--- config.mk ---
export PLATFORM = sky130hd
export DESIGN_NAME = led_pattern_arbiter
export DESIGN_NICKNAME = d
export VERILOG_FILES = /design/src/rtl/led_pattern_arbiter.sv
export SDC_FILE = /design/constraint.sdc
export NUM_CORES = 1
export LEC_CHECK = 0
export ABC_AREA = 1
export CORE_ASPECT_RATIO = 1.2
export CORE_MARGIN = 10
export CORE_UTILIZATION = 48
export DETAILED_ROUTE_END_ITERATION = 8
export GPL_TIMING_DRIVEN = 0
export PLACE_DENSITY = 0.81
export SYNTH_ARGS = -nofsm -noshare
export SYNTH_HDL_FRONTEND = slang
export SYNTH_SLANG_ARGS = --single-unit
--- constraint.sdc ---
create_clock -name clk_clk -period 2.6 [get_ports clk_clk]
set_input_delay 0.52 -clock clk_clk [delete_from_list [all_inputs] [get_ports clk_clk]]
set_output_delay 0.52 -clock clk_clk [all_outputs]
set_load 0.03 [all_outputs]
--- src/rtl/led_pattern_arbiter.sv ---
// Round-robin arbiter sharing one LED pattern output among NUM_REQ requesters.
// Each grant latches the winner's pattern and holds it for a HOLD_CYCLES display slot.
module led_pattern_arbiter #(
   parameter int NUM_REQ     = 3,
   parameter int DATA_W      = 26,
   parameter int HOLD_CYCLES = 25000000,
   parameter int CNT_W       = $clog2(HOLD_CYCLES + 1)
) (
   input  logic                       clk_clk,
   input  logic                       reset_reset,
   input  logic [NUM_REQ-1:0]         req,
   input  logic [NUM_REQ*DATA_W-1:0]  req_data,
   output logic [NUM_REQ-1:0]         gnt,
   output logic [$clog2(NUM_REQ)-1:0] owner,
   output logic                       busy,
   output logic [DATA_W-1:0]          leds_out
);

   localparam int IDX_W = $clog2(NUM_REQ);
   localparam logic [NUM_REQ-1:0] ONE_HOT0 = NUM_REQ'(1);

   typedef enum logic {IDLE, HOLD} state_t;

   state_t               state, state_d;
   logic [IDX_W-1:0]     last, last_d, owner_d;
   logic [IDX_W-1:0]     sel, sel_hi, sel_lo;
   logic                 hit_hi;
   logic [DATA_W-1:0]    pat, leds_d;
   logic [CNT_W-1:0]     cnt, cnt_d;
   logic [NUM_REQ-1:0]   gnt_d;
   logic                 busy_d;

   // Rotation search: lowest requester above the last winner, else lowest overall.
   always_comb begin
      sel_hi = '0;
      sel_lo = '0;
      hit_hi = 1'b0;
      for (int i = NUM_REQ - 1; i >= 0; i--) begin
         if (req[i]) begin
            if (i > int'(last)) begin
               hit_hi = 1'b1;
               sel_hi = IDX_W'(i);
            end else begin
               sel_lo = IDX_W'(i);
            end
         end
      end
      sel = hit_hi ? sel_hi : sel_lo;
   end

   always_comb begin
      pat = '0;
      for (int i = 0; i < NUM_REQ; i++) begin
         if (sel == IDX_W'(i)) pat = req_data[i*DATA_W +: DATA_W];
      end
   end

   always_comb begin
      state_d = state;
      gnt_d   = '0;
      busy_d  = busy;
      cnt_d   = cnt;
      owner_d = owner;
      last_d  = last;
      leds_d  = leds_out;
      case (state)
         IDLE: begin
            if (|req) begin
               gnt_d   = ONE_HOT0 << sel;
               leds_d  = pat;
               owner_d = sel;
               last_d  = sel;
               cnt_d   = CNT_W'(HOLD_CYCLES - 1);
               busy_d  = 1'b1;
               state_d = HOLD;
            end
         end
         HOLD: begin
            // Requests are deliberately ignored until the slot expires.
            if (cnt == '0) begin
               state_d = IDLE;
               busy_d  = 1'b0;
            end else begin
               cnt_d = cnt - 1'b1;
            end
         end
      endcase
   end

   // Pointer resets to the top index so requester 0 wins the first arbitration.
   always_ff @(posedge clk_clk or posedge reset_reset) begin
      if (reset_reset) begin
         state    <= IDLE;
         gnt      <= '0;
         busy     <= 1'b0;
         cnt      <= '0;
         owner    <= '0;
         last     <= IDX_W'(NUM_REQ - 1);
         leds_out <= '0;
      end else begin
         state    <= state_d;
         gnt      <= gnt_d;
         busy     <= busy_d;
         cnt      <= cnt_d;
         owner    <= owner_d;
         last     <= last_d;
         leds_out <= leds_d;
      end
   end

endmodule

Word level (Yosys, flattened, before mapping)
Index checks and enable logic that the tools add are counted.
- register bits after elaboration: 60
- output and inout port bits: 32
- word-level logic and storage cells: 51
- add/sub/neg operators: 1
- magnitude comparators: 2
- equality and inequality tests: 5
- shifts and indexed selects: 1
- mux-type cells: 28
- bitwise operators: 1
- reduce and logical (&&, ||, !) cells: 6
- operator list (kind ; count):
    2-to-1 mux 26 bit ; 3
    2-to-1 mux 25 bit ; 2
    one-hot mux 25 bit (2 select lines) ; 1
    logical NOT 25 bit ; 1
    subtractor 25 x 1 -> 25 bit (second input constant) ; 1
    2-to-1 mux 2 bit ; 10
    2-to-1 mux 1 bit ; 8
    2-to-1 mux 3 bit ; 2
    AND reduction 2 bit ; 3
    != test 2 bit (second input constant) ; 2
    one-hot mux 1 bit (2 select lines) ; 2
    OR reduction 3 bit ; 1
    << shifter 1 x 2 -> 3 bit (first input constant) ; 1
    == test 2 x 1 -> 1 bit (second input constant) ; 1
    == test 2 bit (second input constant) ; 1
    > comparator 1 x 2 -> 1 bit (first input constant) ; 1
    > comparator 2 bit (first input constant) ; 1
    logical NOT 2 bit ; 1
    != test 2 x 1 -> 1 bit (second input constant) ; 1
    inverter 1 bit ; 1

Longest topological paths before layout
- depth in word-level cells: 11
- depth in mapped cells: 12
- mapped depth without buffers: 11

Worst setup path before layout
No wires, ideal clock.
- path type: reg-to-reg
- start point: register cnt[0]
- end point: register cnt[8]
- library setup time: 0.117 ns
- arrival: 1.416 ns
- data required time: 2.483 ns
- setup slack: 1.067 ns
- stages on the path, launching flop included: 13
- cell sequence: dfrtp_1 > inv_1 > ha_1 > inv_1 > nor2_1 > nand2_1 > nor2_4 > nand3_4 > nand2_4 > nand2_4 > buf_6 > nand2_2 > o21ai_2
- longest elaborated chain between the ends: 3
- ends and longest elaborated chain (item ; RTL line ; RTL):
    from (decl) ; 29 ; logic [CNT_W-1:0] cnt, cnt_d;
    from (signal assigned) ; 104 ; cnt <= cnt_d;
    subtractor 25 x 1 -> 25 bit / logical NOT 25 bit (equally long branches) ; 84, 80 ;
    2-to-1 mux 25 bit / != test 2 bit (equally long branches) ; -- ;
    one-hot mux 25 bit (2 select lines) / AND reduction 2 bit (equally long branches) ; -- ;
Parallel ways exist; a longest one is shown, timed or not. The select of a mux whose other input is x is not followed.
A chain may end at the register's enable or synchronous reset.

Worst setup path after layout
- start point: register owner[0]
- end point: output owner[0]
- RTL lines (item ; RTL line ; RTL):
    from (decl) ; 14 ; output logic [$clog2(NUM_REQ)-1:0] owner,
    from (signal assigned) ; 105 ; owner <= owner_d;
No word-level cell between the ends.

==> run metrics <==
status finished clean; TritonRoute pass-1 iters 5; Row Count 36; initial antenna violation count 0; cts hold-fix bufs 0; critical path launch point owner[0]; hold crit path type flip-flop to flip-flop; Flop pwr share 0.443; WL final 11.6 mm; post-synth net total 630; Comb power frac 0.233; Congestion Overflow GR 0; final hold vios 0; max-slew violation count 0; Post-synth EDFFs 0; NetSw 0.639 mW; flop2flop setup slack 0.77 ns; Leak 2.58 nW; Startpoint Class flip-flop; post-CTS setup buffer count 0; largest net degree at the start of global routing 41; fin nets 756; switching share of power 0.287; P&R area growth vs syn 36.8%; Cell Area, Synth 3910 sq um; Tot GR Track Use 0.198; Tcrit/Tclk final 0.772; RR Startpoint cnt[0]; layout cell share with drive strength beyond 1 0.157; CP required 2.08 ns; HPWL after detailed placement 9.30 mm; Internal 1.59 mW; Core ar. 8020 sq um; #FFs+latches synth 59; worst-path fanout max 2; Max Clock Freq 0.498 GHz; post-route design area 5350 sq um; CTS tree yes; leading cell type in the layout, fill and taps excluded nand2_1; met3 WL 1.03 mm; Clock Tree Buf Depth 2; max-cap violation count 0; GP Congestion 0.887; Synth async-reset ratio 1.00; root buffer cell clkbuf_8; Worst slew margin 0.642; die span in x 102 um; DR vias/cell 5.11; I/O Buffers 114; # setup viols final 0; Max Used Layer met4; clock power share 0.324; Syn Inst Count 545; Post-DP Area 5190 sq um; critical path type flip-flop to output port; CTS sink cnt 59; worst skew pair latency 0.35 ns; drt first-iter violations 134; Area contributors post-synth dfrtp_1 37%, nand2_1 12%, nor2_1 11%, nand3_1 9.3%, inv_1 5.1%; die area 12,200 sq um; peak supply drop 0.000298 V; Critical Path AT 1.49 ns; fill cell count 713; Antenna Nets Post-Route 0; global-route wire length before repair 19.3 mm; WL/cell 15.1 um; Synth Area per Inst 7.18 sq um; overall power 2.23 mW; synth warn 0; unrepaired setup endpoints after global routing false; Slew @ Worst Pin 0.536 ns; critical path endpoint owner[0]; r2r worst-path depth 9; vias in the first global route 4,048; synth unique cells 32; Initial Util 0.488; met2 WL 6.14 mm; vias 3,936; Die H 119 um; CP Capture Type output port; post-synthesis sequential area ratio 0.378; boundary pin count 115; Pwr Density 416 nW/um^2; H-Tree Depth 3; r2r endpoint cnt[24]; worst slack, placed 0.348 ns; wl on met1 4.21 mm; final worst-path setup slack 0.592 ns; clk_skew 0.00796 ns; final worst path period need 2.01 ns; most frequent cells in the layout 128 x nand2_1, 114 x clkdlybuf4s50_1, 110 x nor2_1; top cell type's share of synthesized area 0.371; area leader, netlist dfrtp_1; TritonCTS buffer count 9; clock-pin slew on the worst setup and hold paths 0.06 ns; antenna cells 0; Resize count post-CTS 0; DRC Markers 0; WHS 0.483 ns; Post-synth top flop dfrtp_1
==> power groups by stage <==
| stage | logic, mW | registers (mW) | clock network [mW] |
|---|---|---|---|
| 6_report | 0.518 | 0.987 | 0.721 |
| 3_5_place_dp | 0.522 | 1.00 | 0 |
| 5_1_grt | 0.561 | 0.992 | 0.781 |
| 4_1_cts | 0.525 | 0.988 | 0.739 |
| 2_1_floorplan | 0.169 | 1.09 | 0 |
| 3_3_place_gp | 0.509 | 1.00 | 0 |
==> flip-flops by register name (all words and copies together) (netlist names) <==
name      flops
gnt           3
cnt          25
leds_out     26
busy          1
last          1
owner         2
state         1
==> cells in the mapped netlist, drive strengths merged (2+ instances only) <==
| library cell | n |
|---|---|
| nor2 | 129 |
| nand3 | 75 |
| xor2 | 2 |
| o21bai | 19 |
| clkbuf | 2 |
| dfrtp | 58 |
| or2 | 2 |
| nand4 | 9 |
| nor3 | 2 |
| nand2 | 146 |
| o21ai | 17 |
| ha | 2 |
| inv | 57 |
| buf | 21 |
==> through the flow <==
step / std cells / setup TNS, ns / util
after floorplan: 545 / 0 / -
after global placement: 754 / -28.12 / 0.645
after detailed placement: 755 / 0 / 0.647
after CTS: 770 / 0 / 0.667
after global routing: 770 / 0 / 0.667
final: 770 / 0 / 0.667
==> critical path, stage by stage, from the launching register on <==
cell,delay [ns]
dfrtp_1,0.35
buf_4,0.10
clkdlybuf4s50_1,0.69
==> how the worst min path moves through the flow <==
stage                        end  cells after the start  slack [ns]         start
global placement        owner[1]                      2        0.46      owner[1]
floorplan                cnt[24]                      2        0.47       cnt[24]
detailed placement  leds_out[18]                      2        0.47  leds_out[18]
CTS                 leds_out[18]                      2        0.49  leds_out[18]
global route        leds_out[23]                      2        0.50  leds_out[23]
finish              leds_out[23]                      2        0.48  leds_out[23]
==> area by class of cell <==
class,count,area (sq um),area share
Multi-Input combinational cell,406,2050,0.382
Sequential cell,59,1480,0.276
Timing Repair Buffer,115,1160,0.217
Inverter,57,216,0.0404
Buffer,23,171,0.0320
Clock buffer,12,145,0.0271
Tap cell,95,119,0.0222
Clock inverter,3,15.0,0.00281
==> routing by layer <==
metal,global-route usage,vias to the layer above
li1,-,1961
met2,0.352,116
met4,0.0786,0
met3,0.0775,19
met1,0.202,1840
met5,0,-
==> cells by family after synthesis <==
family          Yosys count  share of synthesized area
compound gates           38                     0.0867
xor+xnor                  3                    0.00672
simple gates            363                      0.423
buf+inv                  80                     0.0992
fa+ha+maj                 2                    0.00640
flops                    59                      0.378
Note: power is estimated with default switching activity, not from simulation.
